===== config.mk =====
export PLATFORM = sky130hd
export DESIGN_NAME = mod_dec_inv_shifter_flat
export DESIGN_NICKNAME = d
export VERILOG_FILES = /design/src/rtl/aes_dec_pkg.sv /design/src/rtl/mod_dec_inv_shifter_if.sv /design/src/rtl/mod_dec_rot_row.sv /design/src/rtl/mod_dec_inv_shifter.sv /design/src/flat_wrapper.sv
export SDC_FILE = /design/constraint.sdc
export NUM_CORES = 1
export LEC_CHECK = 0
export ABC_CLOCK_PERIOD_IN_PS = 2000
export BUFFER_PORTS_ARGS = -buffer_cell sky130_fd_sc_hd__clkbuf_2
export CAP_MARGIN = 5
export CORE_UTILIZATION = 44
export CTS_CLUSTER_SIZE = 20
export DETAILED_ROUTE_END_ITERATION = 8
export PLACE_DENSITY = 0.76
export SLEW_MARGIN = 20
export SYNTH_ARGS = -nofsm -noshare
export SYNTH_HDL_FRONTEND = slang
export SYNTH_SLANG_ARGS = --single-unit

===== constraint.sdc =====
create_clock -name clk -period 2 [get_ports clk]
set_clock_uncertainty 0.05 [all_clocks]
set_input_delay 0.2 -clock clk [delete_from_list [all_inputs] [get_ports clk]]
set_output_delay 0.2 -clock clk [all_outputs]
set_load 0.1 [all_outputs]

===== src/rtl/aes_dec_pkg.sv =====
// rtl/aes_dec_pkg.sv - shared types for the AES-256 decryption datapath
package aes_dec_pkg;

  localparam int AES_NB     = 4;
  localparam int AES_BYTE_W = 8;

  typedef logic [AES_NB-1:0][AES_BYTE_W-1:0] aes_row_t;

  typedef enum logic [1:0] {S_ROW0, S_ROW1, S_ROW2, S_ROW3} shrow_state_t;

endpackage


===== src/rtl/mod_dec_inv_shifter_if.sv =====
// rtl/mod_dec_inv_shifter_if.sv - row stream in/out bundle for the InvShiftRows stage
interface mod_dec_inv_shifter_if;
  import aes_dec_pkg::*;

  logic     wr_en;
  logic     in_ready;
  aes_row_t inp;
  aes_row_t outp;
  logic     out_valid;
  logic     out_ready;
  logic [1:0] row_idx;
  logic     done;

  modport master (
    output wr_en, inp, out_ready,
    input  in_ready, outp, out_valid, row_idx, done
  );

  modport slave (
    input  wr_en, inp, out_ready,
    output in_ready, outp, out_valid, row_idx, done
  );

endinterface


===== src/rtl/mod_dec_rot_row.sv =====
// rtl/mod_dec_rot_row.sv - combinational byte right-rotator for one state row
module mod_dec_rot_row
  import aes_dec_pkg::*;
(
  input  aes_row_t   row_i,
  input  logic [1:0] amt,
  output aes_row_t   row_o
);

  logic [1:0] sel;

  // Column c takes byte (c - amt) mod 4; 2-bit wrap does the modulo.
  always_comb begin
    row_o = '0;
    sel   = '0;
    for (int c = 0; c < AES_NB; c++) begin
      sel      = 2'(c) - amt;
      row_o[c] = row_i[sel];
    end
  end

endmodule


===== src/rtl/mod_dec_inv_shifter.sv =====
// rtl/mod_dec_inv_shifter.sv - InvShiftRows stage: rotates each row right by its row index
module mod_dec_inv_shifter
  import aes_dec_pkg::*;
#(
  parameter int N = 4,
  parameter int W = 8
) (
  input logic clk,
  input logic resetn,
  input logic clr,
  mod_dec_inv_shifter_if.slave bus
);

  if (N != AES_NB || W != AES_BYTE_W) begin : g_bad_param
    $error("mod_dec_inv_shifter supports only N=4, W=8");
  end

  shrow_state_t state_q, state_d;
  logic         accept;
  logic         in_ready;
  logic         out_valid_q;
  logic         done_q;
  logic [1:0]   row_idx_q;
  aes_row_t     outp_q;
  aes_row_t     rot_row;

  mod_dec_rot_row u_rot (
    .row_i (bus.inp),
    .amt   (state_q),
    .row_o (rot_row)
  );

  always_ff @(posedge clk) begin
    if (!resetn || clr) state_q <= S_ROW0;
    else                state_q <= state_d;
  end

  always_comb begin
    state_d = state_q;
    if (accept) begin
      case (state_q)
        S_ROW0:  state_d = S_ROW1;
        S_ROW1:  state_d = S_ROW2;
        S_ROW2:  state_d = S_ROW3;
        default: state_d = S_ROW0;
      endcase
    end
  end

  always_comb begin
    in_ready = !out_valid_q || bus.out_ready;
    accept   = bus.wr_en && in_ready;
  end

  // A new accept overrides a concurrent drain, so a full pipe streams without bubbles.
  always_ff @(posedge clk) begin
    if (!resetn || clr) begin
      outp_q      <= '0;
      out_valid_q <= 1'b0;
      row_idx_q   <= 2'd0;
      done_q      <= 1'b0;
    end else if (accept) begin
      outp_q      <= rot_row;
      out_valid_q <= 1'b1;
      row_idx_q   <= state_q;
      done_q      <= (state_q == S_ROW3);
    end else if (out_valid_q && bus.out_ready) begin
      out_valid_q <= 1'b0;
      done_q      <= 1'b0;
    end
  end

  assign bus.in_ready  = in_ready;
  assign bus.outp      = outp_q;
  assign bus.out_valid = out_valid_q;
  assign bus.row_idx   = row_idx_q;
  assign bus.done      = done_q;

endmodule


===== src/flat_wrapper.sv =====
// flat-port wrapper written by rule: the top's interface ports become plain ports
module mod_dec_inv_shifter_flat import aes_dec_pkg::*;
#(
  parameter int N = 4,
  parameter int W = 8
)
  (clk, resetn, clr, bus_wr_en, bus_inp, bus_out_ready, bus_in_ready, bus_outp, bus_out_valid, bus_row_idx, bus_done);
  mod_dec_inv_shifter_if bus_i ();
  input logic clk;
  input logic resetn;
  input logic clr;
  input wire logic [$bits(bus_i.wr_en)-1:0] bus_wr_en;
  input wire logic [$bits(bus_i.inp)-1:0] bus_inp;
  input wire logic [$bits(bus_i.out_ready)-1:0] bus_out_ready;
  output wire logic [$bits(bus_i.in_ready)-1:0] bus_in_ready;
  output wire logic [$bits(bus_i.outp)-1:0] bus_outp;
  output wire logic [$bits(bus_i.out_valid)-1:0] bus_out_valid;
  output wire logic [$bits(bus_i.row_idx)-1:0] bus_row_idx;
  output wire logic [$bits(bus_i.done)-1:0] bus_done;
  assign bus_i.wr_en = bus_wr_en;
  assign bus_i.inp = bus_inp;
  assign bus_i.out_ready = bus_out_ready;
  assign bus_in_ready = bus_i.in_ready;
  assign bus_outp = bus_i.outp;
  assign bus_out_valid = bus_i.out_valid;
  assign bus_row_idx = bus_i.row_idx;
  assign bus_done = bus_i.done;
  mod_dec_inv_shifter #(.N(N), .W(W)) u_core (.clk(clk), .resetn(resetn), .clr(clr), .bus(bus_i));
endmodule

# ---- Word-level counts from Yosys, hierarchy flattened
# Index checks and enable logic that the tools add are counted.
dict set report word_totals {
  ff_bits 38
  in_bits 37
  output_inout_bits 37
  elab_cells 39
}
dict set report classes {
  add_sub_neg 4
  n_lt_le_gt_ge 4
  eq_ne 3
  muxes 12
  n_reduce_logical 8
}
# op count
set op_table {}
lappend op_table {{8-bit binary-select mux with 2-bit select} 4}
lappend op_table {{8-bit two-way mux} 4}
lappend op_table {{2-bit by 3-bit less-than comparator with 1-bit output, second input constant} 4}
lappend op_table {{2-bit one-hot mux with 3 select lines} 1}
lappend op_table {{2-bit equality test, second input constant} 2}
lappend op_table {{1-bit by 2-bit subtractor with 2-bit output, first input constant} 2}
lappend op_table {{2-bit subtractor, first input constant} 2}
lappend op_table {{1-bit two-way mux} 3}
lappend op_table {{2-bit by 1-bit equality test with 1-bit output, second input constant} 1}
lappend op_table {{1-bit logical AND} 2}
lappend op_table {{1-bit logical NOT} 2}
lappend op_table {{2-bit logical NOT} 1}
lappend op_table {{1-bit logical OR} 2}
lappend op_table {{2-bit nonzero test} 1}

# ---- Depth between registers and ports, before layout
# Gate-level depths: netlist of run 1.
dict set report logic_depth {
  word_depth 4
  ltp_mapped 8
  depth_no_buf 5
}

# ---- Cells and area by module
# From an unflattened synthesis of run 1, not the netlist that was laid out.
dict set report hier_totals {
  hier_cells 220
  area_unflattened_um2 2468.6
}
# module instances cells_each area_each_um2 seq_area_each_um2
set modules_own_cells {}
lappend modules_own_cells {mod_dec_inv_shifter 1 180 1644.1 760.7}
lappend modules_own_cells {mod_dec_rot_row 1 40 824.5 0.0}

# ---- Worst setup path before layout of run 1
# OpenSTA, ideal clock, no wires.
dict set report synth_timing {
  path_kind {reg2reg}
  startpoint {reg u_core.out_valid_q (netlist: u_core.bus.out_valid)}
  endpoint {reg u_core.outp_q, in the netlist u_core.bus.outp[0]}
  arrival_ps 2135
  required_ps 1888
  path_slack_ps -247
  stages_incl_launch_ff 6
  n_path_buf 1
  period_less_slack_ps 2247
  cell_sequence {dfxtp_1 -> and2b_2 -> inv_2 -> a21oi_2 -> buf_2 -> a22o_1}
}
dict set report synth_via {
  elab_chain_cells 3
}
# element line
set synth_rtl {}
lappend synth_rtl {{from (decl)} mod_dec_inv_shifter.sv:21} ;# logic out_valid_q;
lappend synth_rtl {{from (signal assigned)} mod_dec_inv_shifter.sv:59} ;# out_valid_q <= 1'b0;
lappend synth_rtl {{from (signal assigned)} mod_dec_inv_shifter.sv:64} ;# out_valid_q <= 1'b1;
lappend synth_rtl {{from (signal assigned)} mod_dec_inv_shifter.sv:68} ;# out_valid_q <= 1'b0;
lappend synth_rtl {{1-bit logical NOT} mod_dec_inv_shifter.sv:51} ;# in_ready = !out_valid_q || bus.out_ready;
lappend synth_rtl {{1-bit logical OR} mod_dec_inv_shifter.sv:51}
lappend synth_rtl {{named net bus_in_ready} flat_wrapper.sv:15} ;# output wire logic [$bits(bus_i.in_ready)-1:0] bus_in_ready;
lappend synth_rtl {{1-bit logical AND} mod_dec_inv_shifter.sv:52} ;# accept = bus.wr_en && in_ready;
lappend synth_rtl {{to (signal assigned)} mod_dec_inv_shifter.sv:63} ;# outp_q <= rot_row;
lappend synth_rtl {{to (decl)} mod_dec_inv_shifter.sv:24} ;# aes_row_t outp_q;
# The timed path passes the listed nets, and every way through them passes these cells.
# A chain may end at the register's enable or synchronous reset.

# ---- Worst setup path after layout of run 1
dict set report layout_timing {
  startpoint {reg u_core.out_valid_q (netlist: u_core.bus.out_valid)}
  endpoint {out bus_in_ready}
}
dict set report layout_via {
  elab_chain_cells 2
}
# element line
set layout_rtl {}
lappend layout_rtl {{1-bit logical NOT} mod_dec_inv_shifter.sv:51}
lappend layout_rtl {{1-bit logical OR} mod_dec_inv_shifter.sv:51}
lappend layout_rtl {{to (decl)} flat_wrapper.sv:15}
# No other way between the ends.

==> results of run 1 <==
## path summary, 6_finish.rpt
| kind | startpoint | endpoint | slack [ns] | cells after the start |
|---|---|---|---|---|
| worst max-delay path | u_core.bus.out_valid | bus_in_ready | 0.26 | 3 |
| worst min-delay path | bus_wr_en | u_core.bus.row_idx[0] | 0.22 | 3 |
| worst max register to register | u_core.state_q[0] | u_core.bus.outp[6] | 0.32 | 5 |
| worst min register to register | u_core.bus.outp[26] | u_core.bus.outp[26] | 0.42 | 1 |
## power by group through the flow
stage	Combinational [mW]	Clock [mW]	Sequential [mW]
final	0.462	0.633	0.804
after detailed placement	0.460	0	0.821
after global routing	0.490	0.682	0.807
after CTS	0.462	0.641	0.804
after global placement	0.455	0	0.821
after floorplan	0.164	0	1.01
## sequential cells by signal, indices dropped and copies added (netlist names)
name	cells
u_core.bus.done	1
u_core.bus.out_valid	1
u_core.state_q	2
u_core.bus.row_idx	2
u_core.bus.outp	32
## per-stage QoR
step	cells	hold WS [ns]
floorplan	196	0.2977
global placement	313	0.3978
detailed placement	313	0.4059
CTS	321	0.2154
global route	321	0.2358
finish	321	0.2190
## layer usage
| metal | vias to the layer above | routed length [um] | share of wire |
|---|---|---|---|
| met5 | - | 0 | 0 |
| met4 | 0 | 38 | 0.0081 |
| met3 | 4 | 240 | 0.051 |
| met2 | 45 | 2158 | 0.46 |
| met1 | 823 | 2240 | 0.48 |
| li1 | 871 | - | - |
## area by class of cell
class / instances / area [um^2]
Timing Repair Buffer: 83 / 452.9
Tap cell: 50 / 62.56
Clock buffer: 7 / 76.32
Multi-Input combinational cell: 138 / 1081
Sequential cell: 38 / 763.2
Inverter: 4 / 15.01
Fill cell: 399 / 1634
Clock inverter: 1 / 30.03
## worst min-delay path, cell delays in order
cell and delay [ns]:
clkbuf_2 0.15, nand3_1 0.11, a21oi_1 0.06
## cells by family after synthesis
kind of cell | after synthesis
AO/OA/AOI/OAI | 44
adder cells (fa/ha/maj) | 4
buffers and inverters | 20
flip-flops | 38
multiplexers | 48
AND/OR/NAND/NOR | 42
## cells in the final DEF (no fill, tap or decap), drive strengths merged
cell type and n:
clkbuf 80, mux2i 48, dfxtp 38, nand2 32, a22o 16, a32o 16
buf 10, a21oi 7, o21ai 5, nand3 4, ha 4, inv 3
nor2 2, clkinv 1, and2b 1, nand2b 1, nor3 1, or4 1
bufinv 1
==> impl_metrics.env, run 1 <==
export IMPL_path_buf_inv=2
export IMPL_cts_tree="done"
export IMPL_grt_use_met3=0.05500
export IMPL_htreeDepth=2
export IMPL_wl_per_cell_um=14.57
export IMPL_cpLargestDelayFamily="buffers and inverters"
export IMPL_critPathKind="reg2out"
export IMPL_p_int_mw=1.287
export IMPL_drive_gt1_frac=0.3542
export IMPL_num_rows=23
export IMPL_io_pins=74
export IMPL_pre_cts_slack_ns=0.3263
export IMPL_wirelength_mm=4.677
export IMPL_vias=1743
export IMPL_synthXorXnorAreaFrac=0
export IMPL_die_area_mm2=0.004648
export IMPL_synth_seq_cells=38
export IMPL_synthCells=196
export IMPL_cts_hold_buf=0
export IMPL_final_area_mm2=0.002481
export IMPL_cp_max_fo=8
export IMPL_status="completed"
export IMPL_synth_edf_count=0
export IMPL_rsz0062_at_grt="false"
export IMPL_die_x_um=68.18
export IMPL_worst_path_max_delay_cell="clkbuf_2"
export IMPL_slew_viol_final=0
export IMPL_core_area_mm2=0.004115
export IMPL_ant_nets=0
export IMPL_worstPathArrival_ns=1.49
export IMPL_hpwl_mm=3.497
export IMPL_swShare=0.3222
export IMPL_met2_usage=0.3346
export IMPL_ys_warn_count=0
export IMPL_n_antenna_cell=0
export IMPL_min_period_over_period=0.8702
export IMPL_drt_vias_per_instance=5.430
export IMPL_power_share_clock=0.333
export IMPL_p_sw_mw=0.6117
export IMPL_clkLatencyLatePin_ns=0.29
export IMPL_use_met1=0.2971
export IMPL_synth_ff_type="dfxtp_1"
export IMPL_synth_top_family_by_area="multiplexers"
export IMPL_post_route_util=0.6029
export IMPL_cts_root_buf="clkbuf_8"
export IMPL_grt_pass1_wl_mm=7.286
export IMPL_synth_area_leaders="dfxtp_1, mux2i_1, a32o_1, a22o_1, nand2_1"
export IMPL_synth_compound_area_frac=0.1890
export IMPL_hold_class="in2reg"
export IMPL_relSlewSlack=0.6310
export IMPL_clkSlewWorstSetupHoldPaths_ns=0.07
export IMPL_setup_ws_ns=0.2595
export IMPL_syn_area_mm2=0.001927
export IMPL_top_usage_layer="met2"
export IMPL_numPortBuffers=73
export IMPL_grt_start_max_net_pins=21
export IMPL_p_seq_frac=0.423
export IMPL_clock_sinks=38
export IMPL_synth_nets=237
export IMPL_die_h_um=68.18
export IMPL_ctsResizeCount=0
export IMPL_cp_end_kind="primary output"
export IMPL_synthAdderAreaFrac=0.02597
export IMPL_grt_pass1_vias=1542
export IMPL_grt_total_usage=0.2175
export IMPL_period_minus_slack_ns=1.740
export IMPL_cap_violations=0
export IMPL_antenna_found_initial=0
export IMPL_postCtsSetupRepairBufs=0
export IMPL_cts_buffer_depth=2
export IMPL_power_frac_comb=0.243
export IMPL_fmax_mhz=574.6
export IMPL_synth_top_area_frac=0.3948
export IMPL_synth_simple_area_share=0.09351
export IMPL_syn_avg_cell_area_um2=9.831
export IMPL_area_delta_synth_final_pct=28.77
export IMPL_max_stage_delay_ns=0.48
export IMPL_netlist_top_cells_count="mux2i_1, dfxtp_1, nand2_1, a22o_1, a32o_1"
export IMPL_ys_types=21
export IMPL_numCtsBuffers=5
export IMPL_path_cells="and2b_2 -> inv_2 -> clkbuf_2"
export IMPL_async_flop_share=0
export IMPL_nNetsFinal=311
export IMPL_drt_iter0_drc=40
export IMPL_initial_core_util=0.4682
export IMPL_finalSetupTns_ns=0
export IMPL_drc=0
export IMPL_muxShareOfSynthArea=0.2494
export IMPL_p_total_mw=1.899
export IMPL_synth_most_common_cell="mux2i_1"
export IMPL_synth_top_cell_by_area="dfxtp_1"
export IMPL_placed_area_mm2=0.002375
export IMPL_overflow=0
export IMPL_required_ns=1.75
export IMPL_hold_viol=0
export IMPL_tightestPinTransition_ns=0.5559
export IMPL_power_leakage_nw=1.089
export IMPL_setup_violations=0
export IMPL_ys_seq_area_frac=0.3948
export IMPL_gp_congestion=0.9193
export IMPL_cp_start_kind="register"
export IMPL_irDropWorstVdd_uv=326.1
export IMPL_powerDensity_mw_per_mm2=765.2
export IMPL_firstDrtPassIters=4
(Power assumes the default switching activity.)
==> run 2: changes to the inputs <==
ABC_AREA = 1   (was not set)
CORE_UTILIZATION = 46   (was 44)
PLACE_DENSITY = 0.71   (was 0.76)
==> impl_metrics.env, run 2 <==
export IMPL_slew_viol_final=0
export IMPL_overflow=0
export IMPL_synth_seq_cells=38
export IMPL_vias=2620
export IMPL_status="completed"
export IMPL_final_cell_mix="nand2_1, inv_1, nand3_1"
export IMPL_numPortBuffers=73
export IMPL_fmax_mhz=604.5
export IMPL_ys_warn_count=0
export IMPL_hold_viol=0
export IMPL_syn_avg_cell_area_um2=6.102
export IMPL_pre_cts_slack_ns=0.3707
export IMPL_htreeDepth=2
export IMPL_setup_violations=0
export IMPL_finalSetupTns_ns=0
export IMPL_fillCellCount=554
export IMPL_ant_nets=0
export IMPL_powerDensity_mw_per_mm2=701.4
export IMPL_core_area_mm2=0.005205
export IMPL_cp_start_kind="register"
export IMPL_synthCells=414
export IMPL_nNetsFinal=519
export IMPL_numCtsBuffers=5
export IMPL_wl_per_cell_um=10.82
export IMPL_drc=0
export IMPL_drt_vias_per_instance=4.772
export IMPL_cp_max_fo=17
export IMPL_relSlewSlack=0.6165
export IMPL_grt_pass1_wl_mm=10.10
export IMPL_syn_area_mm2=0.002526
export IMPL_die_area_mm2=0.005792
export IMPL_cap_violations=0
export IMPL_initial_core_util=0.4853
export IMPL_ys_seq_area_frac=0.3011
export IMPL_io_pins=74
export IMPL_drive_gt1_frac=0.2317
export IMPL_synth_ff_type="dfxtp_1"
export IMPL_cts_tree="done"
export IMPL_synth_edf_count=0
export IMPL_netlist_top_cells_count="nand2_1, inv_1, nand3_1, dfxtp_1, a21oi_1"
export IMPL_grt_pass1_vias=2292
export IMPL_tightestPinTransition_ns=0.5744
export IMPL_area_delta_synth_final_pct=18.52
export IMPL_final_cell_count_no_fill=549
export IMPL_clkSlewWorstSetupHoldPaths_ns=0.07
export IMPL_place_inst=541
export IMPL_cp_end_kind="register"
export IMPL_drt_iter0_drc=186
export IMPL_post_route_util=0.5752
export IMPL_rsz0062_at_grt="false"
export IMPL_die_h_um=76.11
export IMPL_n_antenna_cell=0
export IMPL_setup_ws_ns=0.3459
export IMPL_clock_sinks=38
export IMPL_clkLatencyLatePin_ns=0.29
export IMPL_irDropWorstVdd_uv=355.3
export IMPL_cts_hold_buf=0
export IMPL_antenna_found_initial=0
export IMPL_power_leakage_nw=1.748
export IMPL_synth_nets=455
export IMPL_postCtsSetupRepairBufs=0
export IMPL_synth_top_area_frac=0.3011
export IMPL_period_minus_slack_ns=1.654
export IMPL_hpwl_mm=4.245
export IMPL_min_period_over_period=0.8271
export IMPL_cts_root_buf="clkbuf_8"
export IMPL_async_flop_share=0
export IMPL_worstPathArrival_ns=1.80
export IMPL_final_common_cell="nand2_1"
export IMPL_wirelength_mm=5.938
export IMPL_final_area_mm2=0.002994
export IMPL_critPathKind="reg2reg"
export IMPL_largest_reg_flops=32
export IMPL_ys_types=17
export IMPL_placed_area_mm2=0.002884
export IMPL_hold_class="in2reg"
export IMPL_firstDrtPassIters=4
export IMPL_synth_top_cell_by_area="dfxtp_1"
export IMPL_die_x_um=76.11
export IMPL_ctsResizeCount=0
export IMPL_synth_area_leaders="dfxtp_1, nand3_1, nand2_1, inv_1, a21oi_2"
export IMPL_gp_congestion=0.8153
export IMPL_grt_total_usage=0.2140
export IMPL_synth_most_common_cell="nand2_1"
export IMPL_num_rows=26
export IMPL_grt_start_max_net_pins=39
export IMPL_cts_buffer_depth=2
export IMPL_required_ns=2.14
run 2: metal layers:
layer  wire length, um  track usage  vias up
met3               311      0.04192        6
met2              2794       0.3545       74
met5                 0            0        -
met4                78      0.06731        0
met1              2753       0.2795     1146
li1                  -            -     1394
run 2: per-stage QoR:
stage          power, mW  hold WS (ns)
2_1_floorplan      1.380        0.3267
3_3_place_gp       1.486        0.4123
3_5_place_dp       1.492        0.4100
4_1_cts            2.123        0.1305
5_1_grt            2.216        0.1460
6_report           2.100        0.1371
run 2: critical path, cell delays in order, from the launching register on:
cell and delay (ns):
dfxtp_1 0.37, inv_4 0.10, ha_1 0.47, inv_2 0.21
nand3_1 0.13, nand3_1 0.10, nand2_1 0.09, inv_1 0.03
run 2: final timing paths:
kind / slack [ns] / depth (start not counted) / from / endpoint
min: 0.14 / 4 / clr / u_core.bus.row_idx[1]
max reg2reg: 0.35 / 7 / u_core.state_q[1] / u_core.bus.outp[20]
max: 0.35 / 7 / u_core.state_q[1] / u_core.bus.outp[20]
min reg2reg: 0.42 / 2 / u_core.bus.done / u_core.bus.done
run 2: layout make-up:
cell class / instances / area (um^2) / share of cell area
flip-flops and latches: 38 / 762.0 / 0.2545
clock buffers: 8 / 110.1 / 0.03677
repair buffers: 80 / 430.4 / 0.1438
inverters: 103 / 391.6 / 0.1308
multi-input cells: 250 / 1212 / 0.4049
well taps: 70 / 87.58 / 0.02925
run 2: cell families (layout without fill, tap and decap cells):
kind of cell | after synthesis | after routing | synth area share
compound gates | 39 | 39 | 0.09807
fa+ha+maj | 4 | 4 | 0.01981
buf+inv | 126 | 191 | 0.2189
flops | 38 | 38 | 0.3011
simple gates | 207 | 207 | 0.3621
run 2: where the power goes:
| group | internal [mW] | leakage, nW | switching, mW | total [mW] |
|---|---|---|---|---|
| clock | 0.348 | 0.0575 | 0.276 | 0.624 |
| sequential | 0.793 | 0.311 | 0.0209 | 0.814 |
| combinational | 0.162 | 1.38 | 0.500 | 0.662 |
